--- config.mk ---
export PLATFORM = sky130hd
export DESIGN_NAME = capcnt_period_meas
export DESIGN_NICKNAME = d
export VERILOG_FILES = /design/src/rtl/capcnt_period_meas.sv
export SDC_FILE = /design/constraint.sdc
export NUM_CORES = 1
export LEC_CHECK = 0
export CAP_MARGIN = 10
export CORE_ASPECT_RATIO = 1.25
export CORE_MARGIN = 2
export CORE_UTILIZATION = 40
export DETAILED_ROUTE_END_ITERATION = 6
export PLACE_DENSITY = 0.62
export SKIP_LAST_GASP = 1
export SYNTH_ARGS = -nofsm -noshare
export SYNTH_HDL_FRONTEND = slang
export SYNTH_SLANG_ARGS = --single-unit
--- constraint.sdc ---
create_clock -name clk -period 9.05 [get_ports clk]
set_clock_uncertainty 0.2 [all_clocks]
set_input_delay 2.2625 -clock clk [delete_from_list [all_inputs] [get_ports clk]]
set_output_delay 2.2625 -clock clk [all_outputs]
set_load 0.02 [all_outputs]
--- src/rtl/capcnt_period_meas.sv ---
// Period measurement stage behind the capture counter: turns successive
// captured counts into a raw delta, a saturated signed error against the
// nominal delta, a windowed error sum, and a valid/ack result handshake.
module capcnt_period_meas #(
  parameter logic [31:0] NOMINAL  = 32'd2048000,
  parameter int          ERR_W    = 16,
  parameter logic [15:0] TOL      = 16'd200,
  parameter int          AVG_LOG2 = 3,
  parameter logic [31:0] TIMEOUT  = 32'd40000000
) (
  input  logic                      clk,
  input  logic                      rst,
  input  logic                      cap_stb,
  input  logic [31:0]               cnt_cap,
  output logic [31:0]               meas_delta,
  output logic [ERR_W-1:0]          meas_err,
  output logic                      meas_valid,
  input  logic                      meas_ack,
  output logic [ERR_W+AVG_LOG2-1:0] avg_sum,
  output logic                      avg_valid,
  output logic                      stat_range_err,
  output logic                      stat_overrun,
  output logic                      stat_lost,
  input  logic                      stat_clr
);

  localparam int AW = ERR_W + AVG_LOG2;
  // Saturation bounds of the ERR_W-bit signed error, held at 33 bits
  localparam logic signed [32:0] EMAX = (33'sd1 <<< (ERR_W-1)) - 33'sd1;
  localparam logic signed [32:0] EMIN = -(33'sd1 <<< (ERR_W-1));

  logic                    cap_dly_q;
  logic [31:0]             prev_q;
  logic                    have_prev_q;
  logic [31:0]             delta_q;
  logic                    dvld_q;
  logic [31:0]             to_q;
  logic                    lost_q;
  logic                    to_hit;
  logic signed [32:0]      e_full, e_ext, e_mag;
  logic [ERR_W-1:0]        e_sat;
  logic [AW-1:0]           e_acc;
  logic                    in_rng;
  logic [AW-1:0]           acc_q, acc_d, avg_q, avg_d;
  logic [AVG_LOG2-1:0]     wcnt_q, wcnt_d;
  logic                    avgv_q, avgv_d;
  logic [31:0]             mdelta_q;
  logic [ERR_W-1:0]        merr_q;
  logic                    mvld_q, mvld_d;
  logic                    rng_q, ovr_q;

  // A capture in the same cycle always beats the timeout
  assign to_hit = !cap_stb && (to_q == TIMEOUT - 32'd1);

  // Idle-cycle counter: restarted by every strobe, saturates at TIMEOUT
  always_ff @(posedge clk) begin
    if (rst) begin
      to_q   <= '0;
      lost_q <= 1'b0;
    end else if (cap_stb) begin
      to_q   <= '0;
      lost_q <= 1'b0;
    end else begin
      if (to_q != TIMEOUT) to_q <= to_q + 32'd1;
      if (to_hit)          lost_q <= 1'b1;
    end
  end

  // S0 strobe delay and S1 delta; first capture after reset/loss only primes
  always_ff @(posedge clk) begin
    if (rst) begin
      cap_dly_q   <= 1'b0;
      prev_q      <= '0;
      have_prev_q <= 1'b0;
      delta_q     <= '0;
      dvld_q      <= 1'b0;
    end else begin
      cap_dly_q <= cap_stb;
      dvld_q    <= cap_dly_q & have_prev_q;
      if (cap_dly_q) begin
        delta_q     <= cnt_cap - prev_q;
        prev_q      <= cnt_cap;
        have_prev_q <= 1'b1;
      end else if (to_hit) begin
        have_prev_q <= 1'b0;
      end
    end
  end

  // S2 error: 33-bit signed difference, saturated, then range-checked
  always_comb begin
    e_full = $signed({1'b0, delta_q}) - $signed({1'b0, NOMINAL});
    if (e_full > EMAX)      e_sat = EMAX[ERR_W-1:0];
    else if (e_full < EMIN) e_sat = EMIN[ERR_W-1:0];
    else                    e_sat = e_full[ERR_W-1:0];
    e_ext  = {{(33-ERR_W){e_sat[ERR_W-1]}}, e_sat};
    e_acc  = {{AVG_LOG2{e_sat[ERR_W-1]}}, e_sat};
    e_mag  = e_ext[32] ? -e_ext : e_ext;
    in_rng = (e_mag <= $signed({17'd0, TOL}));
  end

  // Averaging window next state; out-of-range or loss discards the partial window
  always_comb begin
    acc_d  = acc_q;
    wcnt_d = wcnt_q;
    avg_d  = avg_q;
    avgv_d = 1'b0;
    if (to_hit) begin
      acc_d  = '0;
      wcnt_d = '0;
    end else if (dvld_q) begin
      if (!in_rng) begin
        acc_d  = '0;
        wcnt_d = '0;
      end else if (&wcnt_q) begin
        avg_d  = acc_q + e_acc;
        avgv_d = 1'b1;
        acc_d  = '0;
        wcnt_d = '0;
      end else begin
        acc_d  = acc_q + e_acc;
        wcnt_d = wcnt_q + AVG_LOG2'(1);
      end
    end
  end

  // Handshake: new result sets valid (even with a coincident ack); ack clears
  always_comb begin
    mvld_d = mvld_q;
    if (dvld_q)                 mvld_d = 1'b1;
    else if (mvld_q && meas_ack) mvld_d = 1'b0;
  end

  // Result, window and sticky-flag registers; set events beat stat_clr
  always_ff @(posedge clk) begin
    if (rst) begin
      acc_q    <= '0;
      wcnt_q   <= '0;
      avg_q    <= '0;
      avgv_q   <= 1'b0;
      mdelta_q <= '0;
      merr_q   <= '0;
      mvld_q   <= 1'b0;
      rng_q    <= 1'b0;
      ovr_q    <= 1'b0;
    end else begin
      acc_q  <= acc_d;
      wcnt_q <= wcnt_d;
      avg_q  <= avg_d;
      avgv_q <= avgv_d;
      mvld_q <= mvld_d;
      if (dvld_q) begin
        mdelta_q <= delta_q;
        merr_q   <= e_sat;
      end
      rng_q <= (dvld_q & ~in_rng) | (rng_q & ~stat_clr);
      ovr_q <= (dvld_q & mvld_q & ~meas_ack) | (ovr_q & ~stat_clr);
    end
  end

  assign meas_delta     = mdelta_q;
  assign meas_err       = merr_q;
  assign meas_valid     = mvld_q;
  assign avg_sum        = avg_q;
  assign avg_valid      = avgv_q;
  assign stat_range_err = rng_q;
  assign stat_overrun   = ovr_q;
  assign stat_lost      = lost_q;

endmodule
==> results.cfg, run 1 <==
[die]
floorplan.die.height_um = 190
io_count = 109
core_mm2 = 0.0274
floorplan.rows = 68
floorplan.die_area_mm2 = 0.0290
initial_core_utilization_pct = 40.4
die-width_um = 153

[clock_tree]
ctsResizeCount = 0
cts_post_setup_buffers_inserted = 0
clk-insertion-delay-late_ps = 450
numCtsBuffers = 17
ctsHoldBuffers = 0
cts_root_buffer = sky130_fd_sc_hd__clkbuf_16
htree_num_levels = 4
cts_buffer_depth = 2
clock-sinks = 193
worst_setup_hold_path_clk_slew_ps = 70
tritoncts = done

[synth]
syn_std_cell_area_mm2 = 0.0111
netlist.area_leader.share_pct = 34.9
yosysSeqAreaShare_pct = 34.9
dominant_cell_type_by_area_after_synthesis = sky130_fd_sc_hd__dfxtp_1
synth.distinct_cells = 81
mapped_avg_cell_area_um2 = 8.29
asyncSetResetFlopFracSynth_pct = 0
mappedNetlistNets = 1426
synth_flop_cell = sky130_fd_sc_hd__dfxtp_1
yosysWarnings = 0
syn-instance-count = 1335
postSynthRegisterBits = 193
synth_top_cells_by_area = sky130_fd_sc_hd__dfxtp_1 35%, sky130_fd_sc_hd__mux2i_1 9.9%, sky130_fd_sc_hd__nor2_1 7.5%, sky130_fd_sc_hd__ha_1 6.0%, sky130_fd_sc_hd__xor2_1 3.1%
synth_enable_flop_cells = 0

[timing]
fin_setup_tns_ps = 0
worst_slew_margin_rel_pct = 19.1
achievable-frequency_ghz = 0.146
report.final.hold_viol_count = 0
setup_violations = 0
rsz0062_at_grt = no
tightestPinTransition_ps = 1200
slew_viol_final = 0
finalWorstSetupSlack_ps = 2210
period_share_pct = 75.6
final.min_clock_period_ps = 6840

[finish]
layout.nets = 1480
register_area_mm2 = 0.00387
multi_input_gate_area_mm2 = 0.00670
fillCellCount = 2745
finish.instance_area_mm2 = 0.0129
mostFrequentLayoutCells = 220 x sky130_fd_sc_hd__nor2_1, 191 x sky130_fd_sc_hd__dfxtp_1, 109 x sky130_fd_sc_hd__mux2i_1
finalNonFillerCells = 1752
diodes = 0
area_growth_syn_to_layout_pct = 16.7
drive_above_1_share_pct = 4.85
final_common_cell = sky130_fd_sc_hd__nor2_1

[placed_design]
globalplace.congestion = 0.908
placedInstanceArea_mm2 = 0.0123
io_buffer_count = 108
post-place-cells = 1720
dp_slack_ps = 2270
hpwl_mm = 19.7

[global_routing]
gr-total-overflow = 0
first_global_vias = 8918
groute.usage.overall_pct = 18.9
grt_max_degree = 87
antenna_found_initial = 0
grt_pass1_wl_mm = 45.2

[min_path]
holdCritPathClass = register to register
holdPathStages = 2

[critical_path]
worst-setup-path-type = register to register
worst-endpoint-required_ps = 9150
critical_path.max_fanout = 17
endpoint_kind = register
startpoint_type = register
critPathArrivalTime_ps = 6950
rr_worst_depth = 18

[route]
met2_wirelength_mm = 13.0
routed-via-count = 9527
via_per_inst = 5.44
topRoutingLayerUsed = met4
post_detailed_routing_wire_length_mm = 27.4
drc = 0
wire_per_inst_um = 15.6
met3_routed_wl_mm = 1.00
drt-met1-wl_mm = 13.0
drtPass1Iterations = 6
route.antenna.remaining_nets = 0
initialDrtViolationCount = 499

[pwr]
max-vdd-ir-drop_v = 0.000130
clock_power_share_pct = 35.5
sw_frac_of_total_pct = 31.5
power.static_leakage_nw = 4.66
pnr_total_power_mw = 2.12
power_per_cell_area_mw_per_mm2 = 164
power.net_switching_mw = 0.666
portion_of_total_power_attributed_to_sequential_cells_pct = 42.9
share_comb_of_total_power_pct = 21.5
power_report.internal_total_mw = 1.45

[run_status]
result_of_the_run = finished clean

[run]
max_cap_viol_count = 0
-- layer usage --
layer | global-route usage (%) | vias to the layer above
li1 | - | 4845
met2 | 31.6 | 196
met3 | 3.44 | 32
met1 | 24.9 | 4454
met5 | 0 | -
met4 | 5.70 | 0
-- final cells by class --
type / count / share of cell area [%]
Clock inverter: 13 / 0.969
Sequential cell: 193 / 30.0
Inverter: 58 / 1.69
Multi-Input combinational cell: 1008 / 51.9
Timing Repair Buffer: 111 / 8.53
Tap cell: 350 / 3.39
Clock buffer: 19 / 3.51
-- synth_stat cells, drive strengths merged, types with 23 or more instances --
library cell,n
a21oi,64
clkbuf,58
dfxtp,193
ha,53
inv,58
mux2i,109
nand2,78
nand3,30
nand4,23
nor2,221
nor3,27
o21ai,47
xnor2,33
xor2,39
-- cells by family (layout without fill, tap and decap cells) --
family | Yosys count | in the layout | synth area share (%)
xor+xnor | 72 | 72 | 5.70
compound gates | 258 | 258 | 15.8
mux | 109 | 109 | 9.86
simple gates | 515 | 515 | 22.8
fa+ha+maj | 54 | 54 | 6.18
flops | 193 | 193 | 34.9
buf+inv | 134 | 201 | 4.69
-- final timing paths --
check	startpoint	endpoint	slack [ps]
worst max-delay path	delta_q[21]$_SDFFE_PP0P_	avg_sum[2]$_SDFFE_PP0P_	2210
worst min-delay path	stat_lost$_SDFFE_PP0P_	stat_lost$_SDFFE_PP0P_	270
worst max register to register	delta_q[21]$_SDFFE_PP0P_	avg_sum[2]$_SDFFE_PP0P_	2210
worst min register to register	stat_lost$_SDFFE_PP0P_	stat_lost$_SDFFE_PP0P_	270
-- through the flow --
step | utilization, % | hold slack [ps]
6_report | 47.1 | 266
5_1_grt | 47.1 | 294
4_1_cts | 47.1 | 273
3_5_place_dp | 45.0 | 257
3_3_place_gp | 45.0 | 242
2_1_floorplan | - | 230
-- worst max-delay path, stage by stage (launching register included) --
cell and delay (ps):
sky130_fd_sc_hd__dfxtp_1 390, sky130_fd_sc_hd__or4_1 660, sky130_fd_sc_hd__or3_1 510, sky130_fd_sc_hd__or3_1 360, sky130_fd_sc_hd__or4_4 510, sky130_fd_sc_hd__a2111o_1 440, sky130_fd_sc_hd__nand2_1 430, sky130_fd_sc_hd__a21oi_1 230
sky130_fd_sc_hd__ha_1 330, sky130_fd_sc_hd__nor3_1 200, sky130_fd_sc_hd__a221oi_1 110, sky130_fd_sc_hd__a31oi_1 180, sky130_fd_sc_hd__o21ai_0 120, sky130_fd_sc_hd__a41o_1 220, sky130_fd_sc_hd__a21oi_1 210, sky130_fd_sc_hd__a211oi_2 170
sky130_fd_sc_hd__nor4_4 1090, sky130_fd_sc_hd__mux2i_1 270, sky130_fd_sc_hd__nor2_1 50
-- flip-flops by register name (all words and copies together) (netlist names) --
name            cells
to_q               32
wcnt_q              3
acc_q              19
dvld_q              1
stat_lost           1
stat_range_err      1
stat_overrun        1
prev_q             32
meas_err           16
delta_q            32
have_prev_q         1
avg_sum            19
meas_valid          1
cap_dly_q           1
avg_valid           1
meas_delta         32
-- power by group through the flow --
stage / sequential, mW / combinational (mW) / clock (mW)
after floorplan: 0.903 / 0.360 / 0
after global placement: 0.928 / 0.448 / 0
after detailed placement: 0.928 / 0.453 / 0
after CTS: 0.908 / 0.455 / 0.770
after global routing: 0.913 / 0.507 / 0.801
final: 0.909 / 0.456 / 0.751
(Power assumes the default switching activity.)
==> run 2, diff against run 1 <==
--- a/config.mk
+++ b/config.mk
@@ -10,7 +10,7 @@
 export CORE_MARGIN = 2
 export CORE_UTILIZATION = 40
 export DETAILED_ROUTE_END_ITERATION = 6
-export PLACE_DENSITY = 0.62
+export PLACE_DENSITY = 0.65
 export SKIP_LAST_GASP = 1
 export SYNTH_ARGS = -nofsm -noshare
 export SYNTH_HDL_FRONTEND = slang
==> constraint.sdc (replaced) <==
create_clock -name clk -period 5.5 [get_ports clk]
set_clock_uncertainty 0.2 [all_clocks]
set_input_delay 1.375 -clock clk [delete_from_list [all_inputs] [get_ports clk]]
set_output_delay 1.375 -clock clk [all_outputs]
set_load 0.02 [all_outputs]
==> run 2 against run 1 <==
Cell count rose by 6.1%. Critical path depth is 2 higher. Largest power group unchanged. Global-route usage up 0.51 points. Critical path type unchanged. Critical endpoint is now acc_q[16]$_SDFFE_PP0P_. Highest routed layer unchanged. Design area increased by 9.1%. Wire length increased by 4.9%. Register-to-register slack worse by 2200 ps.
==> results.cfg, run 2 (synthesis gave the netlist of run 1 again) <==
[run_status]
result_of_the_run = finished clean

[placed_design]
placedInstanceArea_mm2 = 0.0130
globalplace.congestion = 0.909
hpwl_mm = 20.7
io_buffer_count = 108
dp_slack_ps = -163

[clock_tree]
ctsHoldBuffers = 0
numCtsBuffers = 17
cts_buffer_depth = 2
clock-sinks = 193
clk-insertion-delay-late_ps = 450
tritoncts = done
htree_num_levels = 4
worst_setup_hold_path_clk_slew_ps = 80
cts_root_buffer = sky130_fd_sc_hd__clkbuf_16

[global_routing]
grt_max_degree = 97
antenna_found_initial = 0
gr-total-overflow = 0
first_global_vias = 9379
grt_pass1_wl_mm = 46.8
groute.usage.overall_pct = 19.4

[route]
via_per_inst = 5.37
drc = 0
routed-via-count = 9978
initialDrtViolationCount = 610
wire_per_inst_um = 15.5
route.antenna.remaining_nets = 0
post_detailed_routing_wire_length_mm = 28.7
drtPass1Iterations = 5

[die]
floorplan.die_area_mm2 = 0.0290
floorplan.rows = 68
die-width_um = 153
io_count = 109
floorplan.die.height_um = 190
initial_core_utilization_pct = 40.4
core_mm2 = 0.0274

[finish]
drive_above_1_share_pct = 14.9
layout.nets = 1587
final_common_cell = sky130_fd_sc_hd__nor2_1
area_growth_syn_to_layout_pct = 27.3
finish.utilization_pct = 51.4
finish.instance_area_mm2 = 0.0141
diodes = 0
mostFrequentLayoutCells = 214 x sky130_fd_sc_hd__nor2_1, 190 x sky130_fd_sc_hd__dfxtp_1, 109 x sky130_fd_sc_hd__mux2i_1

[timing]
fin_setup_tns_ps = 0
setup_violations = 0
report.final.hold_viol_count = 0
slew_viol_final = 0
finalWorstSetupSlack_ps = 1.39
worst_slew_margin_rel_pct = 32.5
achievable-frequency_ghz = 0.182
period_share_pct = 100
final.min_clock_period_ps = 5500
rsz0062_at_grt = yes
tightestPinTransition_ps = 1010

[critical_path]
endpoint_kind = register
reg2reg_from = delta_q[21]$_SDFFE_PP0P_
worst-endpoint-required_ps = 5650
startpoint_type = register
critical_path.max_fanout = 7
critPathArrivalTime_ps = 5650
r2r_end = acc_q[16]$_SDFFE_PP0P_
rr_worst_depth = 20
worst-setup-path-type = register to register
timing.reg2reg.setup_slack_ps = 1

[pwr]
max-vdd-ir-drop_v = 0.000241
power_per_cell_area_mw_per_mm2 = 270
power.static_leakage_nw = 5.28

[min_path]
holdCritPathClass = register to register
hold_path_end = dvld_q$_SDFF_PP0_
holdPathStages = 1
min-delay-start = have_prev_q$_SDFFE_PP0P_

[run]
max_cap_viol_count = 0
==> run 2: changes by cell type in the layout (fill, tap and decap cells not counted), moves of 6 or more <==
cell                      before  now
sky130_fd_sc_hd__nor2_1      220  214
sky130_fd_sc_hd__nand2_1      78   69
sky130_fd_sc_hd__o21ai_0      46   39
sky130_fd_sc_hd__nor2_2        1    7
sky130_fd_sc_hd__buf_4         4  104
sky130_fd_sc_hd__ha_1         53   47
==> run 2: metrics by stage <==
stage | hold WS, ps | instances | power, mW
4_1_cts | 265 | 1843 | 3.77
3_3_place_gp | 240 | 1805 | 2.41
5_1_grt | 291 | 1858 | 3.98
2_1_floorplan | 230 | 1335 | 2.10
3_5_place_dp | 248 | 1805 | 2.42
6_report | 256 | 1858 | 3.80
==> run 2: cell type report <==
class	instances	area (µm²)
fillers	2611	13300
multi-input cells	1008	7000
flip-flops and latches	193	3870
repair buffers	218	1930
clock buffers	23	531
well taps	350	438
inverters	58	218
clock inverters	8	88.8
==> run 2: worst max-delay path, cell delays in order (launching register included) <==
cell,delay [ps]
sky130_fd_sc_hd__dfxtp_2,320
sky130_fd_sc_hd__or4_4,520
sky130_fd_sc_hd__or3_4,350
sky130_fd_sc_hd__or3_4,340
sky130_fd_sc_hd__or4_4,490
sky130_fd_sc_hd__a2111o_1,430
sky130_fd_sc_hd__nand2_4,180
sky130_fd_sc_hd__buf_6,120
sky130_fd_sc_hd__nand2_1,50
sky130_fd_sc_hd__nand2_2,90
sky130_fd_sc_hd__ha_4,210
sky130_fd_sc_hd__nor2_2,140
sky130_fd_sc_hd__nor2_2,70
sky130_fd_sc_hd__a21oi_2,170
sky130_fd_sc_hd__o21ba_4,170
sky130_fd_sc_hd__a21boi_4,50
sky130_fd_sc_hd__o311a_1,360
sky130_fd_sc_hd__or4_4,430
sky130_fd_sc_hd__and2_4,180
sky130_fd_sc_hd__or4b_4,460
sky130_fd_sc_hd__o311ai_1,80
==> run 2: worst max-delay path by stage <==
stage	start	endpoint	slack (ps)
after global placement	delta_q[21]$_SDFFE_PP0P_	acc_q[16]$_SDFFE_PP0P_	-70
after floorplan	delta_q[21]$_SDFFE_PP0P_	acc_q[16]$_SDFFE_PP0P_	-410
after CTS	delta_q[21]$_SDFFE_PP0P_	acc_q[16]$_SDFFE_PP0P_	-110
after global routing	delta_q[21]$_SDFFE_PP0P_	acc_q[18]$_SDFFE_PP0P_	-210
after detailed placement	delta_q[21]$_SDFFE_PP0P_	acc_q[16]$_SDFFE_PP0P_	-160
final	delta_q[21]$_SDFFE_PP0P_	acc_q[16]$_SDFFE_PP0P_	1
==> run 2: timing repair <==
item,CTS,global route
gates resized for setup,17,50
buffers inserted,7,13
pin swaps,12,22
setup endpoints to repair,17,38
cloned,0,2
==> run 2: power breakdown <==
group	switching (mW)	total, mW	internal, mW
logic	0.557	1.03	0.478
registers	0.0348	1.47	1.43
clock network	0.572	1.30	0.731
total	1.16	3.80	2.64
==> run 2: metal layers <==
layer / track usage, % / part of all wire (%) / up-vias
li1: - / - / 5065
met1: 24.8 / 47 / 4692
met2: 33.5 / 48 / 186
met3: 3.08 / 3.3 / 35
met4: 6.20 / 1.7 / 0
met5: 0 / 0 / -
==> run 3, diff against run 2 <==
--- a/config.mk
+++ b/config.mk
@@ -10,7 +10,7 @@
 export CORE_MARGIN = 2
 export CORE_UTILIZATION = 40
 export DETAILED_ROUTE_END_ITERATION = 6
-export PLACE_DENSITY = 0.65
+export PLACE_DENSITY = 0.62
 export SKIP_LAST_GASP = 1
 export SYNTH_ARGS = -nofsm -noshare
 export SYNTH_HDL_FRONTEND = slang
==> constraint.sdc (replaced) <==
create_clock -name clk -period 5.3 [get_ports clk]
set_clock_uncertainty 0.2 [all_clocks]
set_input_delay 1.325 -clock clk [delete_from_list [all_inputs] [get_ports clk]]
set_output_delay 1.325 -clock clk [all_outputs]
set_load 0.02 [all_outputs]
==> run 3 against run 2 <==
The flow now finishes with violations (negative setup slack). Design area is 4.1% higher. Worst setup slack worse by 290 ps. Sequential power increased by 3%. Register-to-register slack worse by 290 ps. Sequential share of layout area is 1.1 points lower. Sequential cell count is the same. Core utilization up 2.1 points. Total power up 7.2%. Wire length is 2.8% higher. First-iteration DRC count is 4.4% lower. Critical path depth unchanged. Largest cell class unchanged. Largest power group unchanged.
==> results.cfg, run 3 (synthesis gave the netlist of run 1 again) <==
[route]
routed-via-count = 10300
drtPass1Iterations = 5
via_per_inst = 5.35
drt-met1-wl_mm = 13.5
met3_routed_wl_um = 890
topRoutingLayerUsed = met4
drc = 0
post_detailed_routing_wire_length_mm = 29.5
route.antenna.remaining_nets = 0
initialDrtViolationCount = 583
met2_wirelength_mm = 14.3
wire_per_inst_um = 15.4

[placed_design]
globalplace.congestion = 0.914
io_buffer_count = 108
hpwl_mm = 21.1

[critical_path]
critical-path-slowest-cell = sky130_fd_sc_hd__or4_4
startpoint_type = register
worstPathCellList = or4_4 > or3_4 > or3_4 > or4_4 > a2111o_1 > nand2_4 > nand2_2 > nand2_2 > ha_4 > a21o_1 > nor2_2 > nor2_2 > a21oi_2 > o21ba_4 > a21boi_2 > o311a_1 > or4_4 > and2_4 > or4b_1 > o311ai_1
worst-setup-path-type = register to register
critical_path.max_fanout = 6
r2r_end = acc_q[16]$_SDFFE_PP0P_
timing.reg2reg.setup_slack_ps = -290
dominant_cell_type_by_count_on_the_critical_path = sky130_fd_sc_hd__or4_4
critPathArrivalTime_ps = 5730
slowest_delay_ps = 530
reg2reg_from = delta_q[21]$_SDFFE_PP0P_
rr_worst_depth = 20
endpoint_kind = register
worst-endpoint-required_ps = 5450

[pwr]
power_per_cell_area_mw_per_mm2 = 278
max-vdd-ir-drop_v = 0.000183
power.static_leakage_nw = 5.61

[die]
floorplan.rows = 68
io_count = 109
core_mm2 = 0.0274
floorplan.die_area_mm2 = 0.0290
die-width_um = 153
initial_core_utilization_pct = 40.4
floorplan.die.height_um = 190

[clock_tree]
tritoncts = done
ctsHoldBuffers = 0
cts_root_buffer = sky130_fd_sc_hd__clkbuf_16
numCtsBuffers = 17
htree_num_levels = 4
worst_setup_hold_path_clk_slew_ps = 70
clk-insertion-delay-late_ps = 450
clock-sinks = 193
cts_buffer_depth = 2

[global_routing]
gr-total-overflow = 0
groute.usage.overall_pct = 20.2
grt_pass1_wl_mm = 48.5
grt_max_degree = 89
first_global_vias = 9808
antenna_found_initial = 0

[finish]
fillCellCount = 2541
drive_above_1_share_pct = 18.8
mostFrequentLayoutCells = 216 x sky130_fd_sc_hd__nor2_1, 190 x sky130_fd_sc_hd__dfxtp_1, 149 x sky130_fd_sc_hd__buf_4
area_growth_syn_to_layout_pct = 32.5
final_common_cell = sky130_fd_sc_hd__nor2_1
diodes = 0
layout.nets = 1645

[timing]
fin_setup_tns_ps = -701
final.min_clock_period_ps = 5590
setup_violations = 13
report.final.hold_viol_count = 0
tightestPinTransition_ps = 960
period_share_pct = 105
hold_ws_ps = 259
achievable-frequency_ghz = 0.179
slew_viol_final = 0
rsz0062_at_grt = yes
finalWorstSetupSlack_ps = -285
worst_slew_margin_rel_pct = 36.0

[run_status]
result_of_the_run = complete, but fails checks
failed_checks = negative setup slack

[min_path]
min-delay-start = have_prev_q$_SDFFE_PP0P_
holdCritPathClass = register to register
hold_path_end = dvld_q$_SDFF_PP0_
holdPathStages = 1

[run]
max_cap_viol_count = 0
==> run 3: what timing repair did <==
action,in CTS,in global routing
cloned,4,0
gates resized for setup,51,43
pin swaps,34,35
buffers inserted,20,15
endpoints found under the setup margin,42,43
==> run 3: worst max path at each step <==
stage          cells past startpoint  slack, ps                     start                     end
2_1_floorplan                     24       -610  delta_q[21]$_SDFFE_PP0P_  acc_q[16]$_SDFFE_PP0P_
3_3_place_gp                      20       -370  delta_q[21]$_SDFFE_PP0P_  acc_q[16]$_SDFFE_PP0P_
3_5_place_dp                      20       -440  delta_q[21]$_SDFFE_PP0P_  acc_q[16]$_SDFFE_PP0P_
4_1_cts                           20       -300  delta_q[21]$_SDFFE_PP0P_  acc_q[16]$_SDFFE_PP0P_
5_1_grt                           20       -420  delta_q[21]$_SDFFE_PP0P_  acc_q[16]$_SDFFE_PP0P_
6_report                          20       -290  delta_q[21]$_SDFFE_PP0P_  acc_q[16]$_SDFFE_PP0P_
==> run 3: layout make-up <==
| class | instances | area (µm²) | share of cell area, % |
|---|---|---|---|
| multi-input cells | 1009 | 7070 | 48.2 |
| flip-flops and latches | 193 | 3870 | 26.4 |
| repair buffers | 275 | 2450 | 16.7 |
| clock buffers | 20 | 468 | 3.19 |
| well taps | 350 | 438 | 2.99 |
| inverters | 58 | 218 | 1.48 |
| clock inverters | 11 | 151 | 1.03 |
==> run 3: worst max-delay path: cells and delay by family, from the launching register on <==
kind | cells | cell delay, ps
simple gates | 12 | 3300
flops | 1 | 320
compound gates | 7 | 1470
fa+ha+maj | 1 | 210
==> run 3: per-layer routing <==
layer	vias up	GRT usage [%]
met3	54	2.89
met1	4810	25.4
met5	-	0
met4	0	7.80
met2	206	35.1
li1	5185	-
==> run 3: through the flow <==
stage | utilization [%] | instance area (µm²) | setup slack, ps | power (mW) | std cells
after CTS | 52.6 | 14400 | -301 | 4.06 | 1904
after global placement | 48.9 | 13400 | -366 | 2.58 | 1850
final | 53.5 | 14700 | -285 | 4.08 | 1916
after detailed placement | 48.9 | 13400 | -443 | 2.60 | 1850
after floorplan | - | 11200 | -605 | 2.18 | 1335
after global routing | 53.5 | 14700 | -417 | 4.28 | 1916
==> run 3: power breakdown <==
part	leakage (nW)	switching, mW	internal, mW	total, mW
clock network	0.302	0.587	0.785	1.37
logic	3.74	0.623	0.574	1.20
registers	1.57	0.0235	1.49	1.51
total	5.61	1.23	2.85	4.08
